### config.mk
export PLATFORM = sky130hd
export DESIGN_NAME = data_mem_controller
export DESIGN_NICKNAME = d
export VERILOG_FILES = /design/src/rtl/dmc_pkg.sv /design/src/rtl/dmc_write_buffer.sv /design/src/rtl/data_mem_controller.sv
export SDC_FILE = /design/constraint.sdc
export NUM_CORES = 1
export LEC_CHECK = 0
export CORE_MARGIN = 2
export CORE_UTILIZATION = 57
export CTS_CLUSTER_DIAMETER = 40
export DETAILED_ROUTE_END_ITERATION = 10
export DONT_BUFFER_PORTS = 1
export PLACE_DENSITY = 0.75
export SKIP_LAST_GASP = 1
export SLEW_MARGIN = 0
export SYNTH_ARGS = -nofsm -noshare
export SYNTH_HDL_FRONTEND = slang
export SYNTH_SLANG_ARGS = --single-unit
### constraint.sdc
create_clock -name clk -period 3.3 [get_ports clk]
set_input_delay 0.99 -clock clk [delete_from_list [all_inputs] [get_ports clk]]
set_output_delay 0.99 -clock clk [all_outputs]
set_load 0.03 [all_outputs]
### src/rtl/dmc_pkg.sv
// Shared types and helpers for the data-memory controller.
package dmc_pkg;

  typedef enum logic [1:0] {
    IDLE  = 2'd0,
    DRAIN = 2'd1,
    READ  = 2'd2,
    RESP  = 2'd3
  } state_e;

  localparam int unsigned WORD_OFFSET = 2;
  localparam int unsigned MAX_ADDR_W  = 64;

  // True when two byte addresses fall in the same word.
  function automatic logic same_word(input logic [MAX_ADDR_W-1:0] a,
                                     input logic [MAX_ADDR_W-1:0] b);
    return (a >> WORD_OFFSET) == (b >> WORD_OFFSET);
  endfunction

endpackage

### src/rtl/dmc_write_buffer.sv
// One-entry posted-store buffer with a combinational word-address hit.
module dmc_write_buffer
  import dmc_pkg::*;
#(
  parameter int unsigned ADDR_W = 32,
  parameter int unsigned DATA_W = 32
) (
  input  logic              clk,
  input  logic              rst,
  input  logic              capture,
  input  logic              clear,
  input  logic [ADDR_W-1:0] cap_addr,
  input  logic [DATA_W-1:0] cap_data,
  input  logic [ADDR_W-1:0] lookup_addr,
  output logic              valid,
  output logic [DATA_W-1:0] data,
  output logic              hit_c
);

  logic [ADDR_W-1:0] addr_q;

  always_ff @(posedge clk) begin
    if (rst) begin
      valid  <= 1'b0;
      addr_q <= '0;
      data   <= '0;
    end else if (capture) begin
      valid  <= 1'b1;
      addr_q <= cap_addr;
      data   <= cap_data;
    end else if (clear) begin
      valid  <= 1'b0;
    end
  end

  assign hit_c = valid && same_word(MAX_ADDR_W'(addr_q), MAX_ADDR_W'(lookup_addr));

endmodule

### src/rtl/data_mem_controller.sv
// Core-facing data-memory responder: posted stores, store-to-load forwarding,
// and a req/ack handshake to a variable-latency backing memory.
module data_mem_controller
  import dmc_pkg::*;
#(
  parameter int unsigned ADDR_W = 32,
  parameter int unsigned DATA_W = 32
) (
  input  logic              clk,
  input  logic              rst,
  input  logic              MemRead,
  input  logic              MemWrite,
  input  logic [ADDR_W-1:0] Addr,
  input  logic [DATA_W-1:0] WriteData,
  output logic [DATA_W-1:0] ReadData,
  output logic              Stall,
  output logic              mem_req,
  output logic              mem_we,
  output logic [ADDR_W-1:0] mem_addr,
  output logic [DATA_W-1:0] mem_wdata,
  input  logic [DATA_W-1:0] mem_rdata,
  input  logic              mem_ack
);

  state_e            state_q, state_d;
  logic              wb_valid, wb_hit_c, wb_capture, wb_clear;
  logic [DATA_W-1:0] wb_data;
  logic [DATA_W-1:0] rdata_q, rdata_d;
  logic              req_d, we_d;
  logic [ADDR_W-1:0] addr_d;
  logic [DATA_W-1:0] wdata_d;
  logic              store_c, load_c, ack_c;
  logic [ADDR_W-1:0] addr_word;

  // Store wins when both strobes are high.
  assign store_c   = MemWrite;
  assign load_c    = MemRead & ~MemWrite;
  assign ack_c     = mem_ack & mem_req;
  assign addr_word = {Addr[ADDR_W-1:WORD_OFFSET], WORD_OFFSET'(0)};

  dmc_write_buffer #(
    .ADDR_W (ADDR_W),
    .DATA_W (DATA_W)
  ) u_wb (
    .clk         (clk),
    .rst         (rst),
    .capture     (wb_capture),
    .clear       (wb_clear),
    .cap_addr    (addr_word),
    .cap_data    (WriteData),
    .lookup_addr (Addr),
    .valid       (wb_valid),
    .data        (wb_data),
    .hit_c       (wb_hit_c)
  );

  // Next-state, backend request and core-side Stall/ReadData.
  always_comb begin
    state_d    = state_q;
    req_d      = mem_req;
    we_d       = mem_we;
    addr_d     = mem_addr;
    wdata_d    = mem_wdata;
    rdata_d    = rdata_q;
    wb_capture = 1'b0;
    wb_clear   = 1'b0;
    Stall      = 1'b0;
    ReadData   = rdata_q;

    case (state_q)
      IDLE: begin
        if (store_c) begin
          if (!wb_valid) begin
            wb_capture = 1'b1;
            state_d    = DRAIN;
            req_d      = 1'b1;
            we_d       = 1'b1;
            addr_d     = addr_word;
            wdata_d    = WriteData;
          end else begin
            Stall = 1'b1;
          end
        end else if (load_c) begin
          if (wb_hit_c) begin
            ReadData = wb_data;
          end else if (wb_valid) begin
            Stall = 1'b1;
          end else begin
            Stall   = 1'b1;
            state_d = READ;
            req_d   = 1'b1;
            we_d    = 1'b0;
            addr_d  = addr_word;
          end
        end
      end

      DRAIN: begin
        if (store_c) begin
          Stall = 1'b1;
        end else if (load_c) begin
          if (wb_hit_c) begin
            ReadData = wb_data;
          end else begin
            Stall = 1'b1;
          end
        end
        if (ack_c) begin
          wb_clear = 1'b1;
          req_d    = 1'b0;
          state_d  = IDLE;
        end
      end

      READ: begin
        Stall = MemRead | MemWrite;
        if (ack_c) begin
          rdata_d = mem_rdata;
          req_d   = 1'b0;
          state_d = RESP;
        end
      end

      RESP: begin
        state_d = IDLE;
      end

      default: begin
        state_d = IDLE;
      end
    endcase

    if (rst) begin
      Stall    = 1'b0;
      ReadData = '0;
    end
  end

  // State and backend request registers.
  always_ff @(posedge clk) begin
    if (rst) begin
      state_q   <= IDLE;
      mem_req   <= 1'b0;
      mem_we    <= 1'b0;
      mem_addr  <= '0;
      mem_wdata <= '0;
      rdata_q   <= '0;
    end else begin
      state_q   <= state_d;
      mem_req   <= req_d;
      mem_we    <= we_d;
      mem_addr  <= addr_d;
      mem_wdata <= wdata_d;
      rdata_q   <= rdata_d;
    end
  end

endmodule

==> impl_metrics.csv, run 1 <==
group,metric,value,unit
clocking,cts_hold_buffers,0,
pwr,power.static_leakage,2.39,nW
grt,grt_antenna_before_repair,0,
route,drt_first_pass_iters,5,
sta,totalNegativeSetupSlack,-14.11,ns
yosys,yosysUniqueCellTypes,33,
worst_setup_path,setup_crit_start_kind,"input port",
pwr,p_seq_frac,0.462,
yosys,yosys.area.top_type_share,0.448,
sta,max_freq,0.266,GHz
pwr,power.net_switching,1.92,mW
pwr,power_switching_share,0.368,
yosys,postSynthCellCount,739,
pwr,combPwrFrac,0.198,
placed_design,preCtsSetupSlack,-0.584,ns
sta,maxSlewViolCount,0,
grt,first_global_vias,4523,
clocking,max-clock-path-buffers,2,
pwr,power.density_cell_area,752,nW/um^2
clocking,clkTransAtPathRegs,0.06,ns
yosys,synth_most_common_cell,"sky130_fd_sc_hd__nand2_1",
worst_setup_path,endpoint_kind,"output pin",
clocking,cts_buffers,17,
worst_setup_path,critical_path_required,2.31,ns
yosys,number_of_flops_mapped_to_enable_cells_by_yosys,0,
route,drt-wirelength-per-cell,16.1,um
pwr,p_int,3.29,mW
sta,setup_viol_count_final,33,
yosys,synth_register_bits,129,
layout,area_taken_by_flip_flops_and_latches,2580,um^2
route,detail_route.iter0.violations,384,
yosys,synth.cell_area,5770,um^2
grt,global_route_congestion_overflow_total,0,
clocking,clock-root-buffer,"sky130_fd_sc_hd__clkbuf_8",
layout,number_of_diodes_added_for_antenna_fixing,0,
sta,relSlewSlack,0.667,
sta,grt_setup_unrepaired,"true",
run_status,failed_checks,"negative setup slack",
sta,setup_ws,-0.458,ns
placed_design,numPortBuffers,0,
floorplanning,core.rowCount,36,
layout,multi_input_area,3340,um^2
sta,hold_violations,0,
worst_setup_path,critPathMaxFanout,7,
floorplanning,start_util,0.590,
layout,finalNetCount,833,
worst_setup_path,worst-endpoint-arrival,2.77,ns
sta,final_min_period_over_clock_period,1.14,
floorplanning,floorplan.die.width,105,um
route,drc,0,
layout,postLayoutCoreUtil,0.708,
placed_design,place_congestion,0.846,
placed_design,dp.final_hpwl,9.37,mm
layout,area.growth.synth_to_final,20.0,%
layout,final_layout_size_suffix_gt1_frac,0.131,
yosys,avgSynthCellArea,7.80,um^2
min_path,worst_hold_path_type,"reg -> reg",
floorplanning,num_io_pins,200,
clocking,tritoncts_clock_tree,"built",
grt,grt_max_degree,195,
route,vias,4785,
floorplanning,dieArea,10900,um^2
pwr,worst_ir_drop_vdd,0.506,mV
run_status,status,"complete, but fails checks",
pwr,clkPwrFrac,0.340,
clocking,clock_sinks,129,
route,residual_antenna_violating_net_count_after_detailed_routing,0,
layout,fillerInstances,796,
yosys,yosysSeqAreaShare,0.448,
floorplanning,fp.coreArea,9770,um^2
yosys,yosys.area.top_type,"sky130_fd_sc_hd__dfxtp_1",
sta,finalCriticalPeriod,3.76,ns
worst_setup_path,crit_type,"in -> out",
floorplanning,fp.dieH,105,um
yosys,synth_flop_cell,"sky130_fd_sc_hd__dfxtp_1",
yosys,synth-async-reset-ratio,0,
yosys,synth_top_cells_by_count,"sky130_fd_sc_hd__nand2_1, sky130_fd_sc_hd__dfxtp_1, sky130_fd_sc_hd__a21oi_1",
clocking,clk_lat_worst_skew,0.52,ns
clocking,htree_levels,4,
route,postRouteWirelength,14.0,mm
yosys,ys_top_cells_by_area,"sky130_fd_sc_hd__dfxtp_1, sky130_fd_sc_hd__nand2_1, sky130_fd_sc_hd__a21oi_1, sky130_fd_sc_hd__nand2b_1, sky130_fd_sc_hd__mux2i_1",
grt,grt.total_usage,0.256,
yosys,warning_count_from_the_yosys_run,0,
sta,worstMarginPinSlew,0.499,ns
job,drv_cap,0,
route,vias_per_cell,5.47,
sta,finalClockSkew,0.00497,ns
grt,first_pass_grt_wire_length,22.4,mm
path summary, 6_finish.rpt:
| path | start | slack (ns) | end | cells after the start |
|---|---|---|---|---|
| hold reg to reg | rdata_q[31]$_SDFFE_PP0P_ | 0.46 | rdata_q[31]$_SDFFE_PP0P_ | 2 |
| setup / recovery | Addr[2] | -0.46 | ReadData[27] | 9 |
| hold / removal | rdata_q[31]$_SDFFE_PP0P_ | 0.46 | rdata_q[31]$_SDFFE_PP0P_ | 2 |
| setup reg to reg | state_q[0]$_SDFFE_PP0P_ | 1.03 | mem_wdata[24]$_SDFFE_PP0P_ | 7 |
metal layers:
metal	GRT usage	wire (um)	vias to the layer above
met5	0	0	-
met4	0.0905	212	0
met3	0.0905	1160	19
met2	0.445	7180	174
met1	0.292	5490	2215
li1	-	-	2377
layout by cell type (no fill, tap or decap), types with 5 or more instances in the layout:
master                        n
sky130_fd_sc_hd__a21oi_1    128
sky130_fd_sc_hd__buf_4       15
sky130_fd_sc_hd__clkbuf_16   17
sky130_fd_sc_hd__clkinv_2     5
sky130_fd_sc_hd__dfxtp_1    129
sky130_fd_sc_hd__mux2i_4     30
sky130_fd_sc_hd__nand2_1    252
sky130_fd_sc_hd__nand2b_1    67
sky130_fd_sc_hd__nor2_1       9
sky130_fd_sc_hd__xor2_1      30
critical path, stage by stage:
cell	delay, ns
sky130_fd_sc_hd__xor2_1	0.15
sky130_fd_sc_hd__nor4_2	0.30
sky130_fd_sc_hd__buf_4	0.15
sky130_fd_sc_hd__nand4_1	0.19
sky130_fd_sc_hd__nor3_4	0.21
sky130_fd_sc_hd__buf_4	0.14
sky130_fd_sc_hd__buf_6	0.09
sky130_fd_sc_hd__buf_12	0.15
sky130_fd_sc_hd__mux2i_4	0.37
power by group through the flow:
| stage | clock network (mW) | logic (mW) | registers, mW |
|---|---|---|---|
| after floorplan | 0 | 0.854 | 2.37 |
| after global placement | 0 | 0.976 | 2.42 |
| after detailed placement | 0 | 1.02 | 2.44 |
| after CTS | 1.80 | 1.03 | 2.40 |
| after global routing | 1.87 | 1.17 | 2.44 |
| final | 1.77 | 1.03 | 2.40 |
sequential cells by signal (all words and copies together), names as in the netlist:
signal / count
mem_addr: 30
mem_req: 1
mem_wdata: 31
mem_we: 1
rdata_q: 32
state_q: 2
u_wb.addr_q: 30
u_wb.data: 1
u_wb.valid: 1
through the flow:
stage               total power, mW  hold slack (ns)  area [um^2]  instances
CTS                            5.24            0.450         6880        872
detailed placement             3.46            0.443         6200        835
global route                   5.48            0.471         6920        874
floorplan                      3.23            0.437         6140        740
global placement               3.40            0.438         6200        835
finish                         5.20            0.456         6920        874
what timing repair did:
| item | CTS | global route |
|---|---|---|
| cloned | 2 | 1 |
| pin swaps | 2 | 1 |
| endpoints found under the setup margin | 33 | 33 |
| gates resized for setup | 10 | 1 |
| setup buffers | 3 | 1 |
| hold endpoints to repair | 0 | 0 |
layout make-up:
class,instances,area share
clock buffer,18,0.0619
timing repair buffer,22,0.0369
sequential,129,0.373
inverter,2,0.00109
clock inverter,14,0.0204
multi-input combinational,556,0.482
tap,133,0.0241
cell families (layout without fill, tap and decap cells):
logic type / after synthesis / after routing / share of synthesized area
buffers and inverters: 55 / 56 / 0.0432
AND/OR/NAND/NOR: 350 / 350 / 0.275
XOR/XNOR: 30 / 30 / 0.0456
adder cells (fa/ha/maj): 4 / 4 / 0.00868
flip-flops: 129 / 129 / 0.448
other: 1 / 2 / 0.000650
AO/OA/AOI/OAI: 138 / 138 / 0.123
multiplexers: 32 / 32 / 0.0556
No activity file was read; power rests on OpenSTA's default activity.
==> run 2: changes to the inputs <==
--- a/config.mk
+++ b/config.mk
@@ -7,10 +7,11 @@
 export LEC_CHECK = 0
 export CORE_MARGIN = 2
 export CORE_UTILIZATION = 57
-export CTS_CLUSTER_DIAMETER = 40
+export CTS_CLUSTER_DIAMETER = 100
 export DETAILED_ROUTE_END_ITERATION = 10
 export DONT_BUFFER_PORTS = 1
 export PLACE_DENSITY = 0.75
+export SETUP_SLACK_MARGIN = 0.1
 export SKIP_LAST_GASP = 1
 export SLEW_MARGIN = 0
 export SYNTH_ARGS = -nofsm -noshare
==> run 2 against run 1 <==
  * The flow still finishes with violations (negative setup slack)
  * Global-route usage up 0.75 points
  * Register-to-register slack better by 0.17 ns
  * Via count up 1.6%
  * Utilization up 1.5 points
  * Design area up 2.2%
  * Clock-buffer cell count up 2
  * Critical path type unchanged
  * Setup slack better by 0.083 ns
  * Largest power group unchanged
  * Clock skew up 0.0022 ns
  * Cell count down 0.34%
  * First-iteration DRC count up 12%
==> impl_metrics.csv, run 2 (synthesized netlist as in run 1, its figures left out) <==
group,metric,value,unit
worst_setup_path,worst_path_largest_cell_delay,0.34,ns
layout,max_flop_register,"rdata_q",
worst_setup_path,timing.reg2reg.setup_slack,1.20,ns
pwr,power.static_leakage,2.42,nW
layout,final_common_cell,"sky130_fd_sc_hd__nand2_1",
worst_setup_path,critical_path.reg2reg.startpoint,"state_q[0]$_SDFFE_PP0P_",
layout,post_layout_nonfiller_instances,871,
sta,setup_ws,-0.375,ns
grt,grt_antenna_before_repair,0,
run_status,failed_checks,"negative setup slack",
layout,most-common-layout-cells,"sky130_fd_sc_hd__nand2_1, sky130_fd_sc_hd__dfxtp_1, sky130_fd_sc_hd__a21oi_1",
clocking,htree_levels,4,
worst_setup_path,endpoint_kind,"output pin",
worst_setup_path,regToRegEndpoint,"mem_wdata[20]$_SDFFE_PP0P_",
worst_setup_path,cp_slowest_cell,"sky130_fd_sc_hd__nor4_4",
sta,final_min_period_over_clock_period,1.11,
route,vias_per_cell,5.58,
min_path,worst_hold_path_type,"reg -> reg",
sta,max_freq,0.272,GHz
worst_setup_path,setup_crit_start_kind,"input port",
floorplanning,core.rowCount,36,
pwr,worst_ir_drop_vdd,0.505,mV
grt,grt.total_usage,0.264,
floorplanning,start_util,0.590,
route,drt_first_pass_iters,5,
grt,first_pass_grt_wire_length,23.1,mm
min_path,worstHoldPathCells,2,
grt,first_global_vias,4687,
worst_setup_path,worst-endpoint-arrival,2.68,ns
clocking,clk_lat_worst_skew,0.51,ns
grt,global_route_congestion_overflow_total,0,
sta,worstMarginPinSlew,0.752,ns
sta,setup_viol_count_final,33,
worst_setup_path,critPathMaxFanout,7,
run_status,status,"complete, but fails checks",
floorplanning,floorplan.die.width,105,um
grt,grt_max_degree,195,
layout,number_of_diodes_added_for_antenna_fixing,0,
grt,globalRouteMet1Util,0.304,
layout,final_layout_size_suffix_gt1_frac,0.133,
clocking,tritoncts_clock_tree,"built",
placed_design,dp.final_hpwl,9.27,mm
layout,max_ffs_per_register,32,
job,drv_cap,0,
worst_setup_path,crit_type,"in -> out",
route,postRouteWirelength,14.6,mm
placed_design,dpl.cell_count,834,
sta,grt_setup_unrepaired,"true",
layout,area.growth.synth_to_final,22.6,%
route,residual_antenna_violating_net_count_after_detailed_routing,0,
placed_design,place_congestion,0.807,
worst_setup_path,path_cells,"xor2_4, nor4_4, nand4_2, nor3_4, buf_6, buf_12, mux2i_1, buf_4",
sta,finalClockSkew,0.00721,ns
sta,hold_violations,0,
clocking,clock-root-buffer,"sky130_fd_sc_hd__clkbuf_8",
layout,reg.largest.list,"rdata_q (32), mem_wdata (31)",
route,detail_route.iter0.violations,431,
grt,global_route.peak_usage_layer,"met2",
min_path,timing.hold.worst.start,"rdata_q[14]$_SDFFE_PP0P_",
worst_setup_path,r2r.worst_path.cells,7,
sta,maxSlewViolCount,0,
layout,finalNetCount,830,
grt,global_route.usage.met2,0.459,
route,drc,0,
sta,finalCriticalPeriod,3.67,ns
grt,global_route.usage.met3,0.0880,
min_path,hold-path-endpoint,"rdata_q[14]$_SDFFE_PP0P_",
floorplanning,fp.coreArea,9770,um^2
pwr,power.density_cell_area,777,nW/um^2
floorplanning,fp.dieH,105,um
sta,relSlewSlack,0.499,
route,drt-wirelength-per-cell,16.7,um
clocking,max-clock-path-buffers,2,
placed_design,numPortBuffers,0,
clocking,cts_buffers,17,
route,vias,4860,
floorplanning,dieArea,10900,um^2
clocking,clock_sinks,129,
floorplanning,num_io_pins,200,
sta,fin_worst_hold_slack,0.451,ns
worst_setup_path,critical_path_required,2.31,ns
clocking,clkTransAtPathRegs,0.06,ns
==> run 2: routing by layer <==
metal | share of wire | vias up
li1 | - | 2370
met1 | 0.40 | 2277
met2 | 0.50 | 194
met3 | 0.080 | 19
met4 | 0.015 | 0
met5 | 0 | -
==> run 2: worst max-delay path by stage <==
stage / start / endpoint / slack (ns) / cells after the start
2_1_floorplan: Addr[8] / ReadData[10] / -0.30 / 6
3_3_place_gp: Addr[28] / ReadData[30] / -0.49 / 6
3_5_place_dp: Addr[28] / ReadData[30] / -0.54 / 6
4_1_cts: Addr[2] / ReadData[31] / -0.42 / 8
5_1_grt: Addr[14] / ReadData[2] / -0.44 / 7
6_report: Addr[14] / ReadData[0] / -0.37 / 8
==> run 2: through the flow <==
stage | power [mW] | area, um^2 | setup slack, ns | setup TNS, ns | util
after floorplan | 3.23 | 6140 | -0.298 | -9.50 | -
after global placement | 3.43 | 6220 | -0.487 | -14.98 | 0.637
after detailed placement | 3.49 | 6220 | -0.542 | -16.65 | 0.637
after CTS | 5.47 | 6970 | -0.417 | -12.27 | 0.713
after global routing | 5.77 | 7070 | -0.435 | -13.46 | 0.723
final | 5.49 | 7070 | -0.375 | -10.89 | 0.723
==> run 2: final cells by class <==
type	instances	area, um^2
multi-input combinational	556	3410
fill	729	2710
sequential	129	2580
clock buffer	20	455
timing repair buffer	19	265
clock inverter	12	180
tap	133	166
inverter	2	7.51
==> run 2: critical path: cells and delay by family <==
kind / cells / cell delay (ns)
muxes: 1 / 0.23
and+or+nand+nor: 3 / 0.77
buffers and inverters: 3 / 0.52
xor gates and xnor gates: 1 / 0.17
==> run 2: power by group <==
| group | total [mW] | switching (mW) | internal, mW |
|---|---|---|---|
| Clock | 1.97 | 0.685 | 1.29 |
| Sequential | 2.41 | 0.570 | 1.84 |
| Combinational | 1.11 | 0.710 | 0.398 |
| Total | 5.49 | 1.97 | 3.52 |
==> run 2: repair_timing <==
action,4_1_cts,5_1_grt
setup endpoints to repair,33,33
hold buffers,0,0
pin swaps,4,6
setup buffers,3,2
gates resized for setup,10,11
cloned,2,1
==> run 3: changes to the inputs <==
--- a/config.mk
+++ b/config.mk
@@ -10,6 +10,7 @@
 export CTS_CLUSTER_DIAMETER = 100
 export DETAILED_ROUTE_END_ITERATION = 10
 export DONT_BUFFER_PORTS = 1
+export GPL_ROUTABILITY_DRIVEN = 0
 export PLACE_DENSITY = 0.75
 export SETUP_SLACK_MARGIN = 0.1
 export SKIP_LAST_GASP = 1
==> results of run 3 <==
Final layout, timing and power as in run 2 (identical DEF).
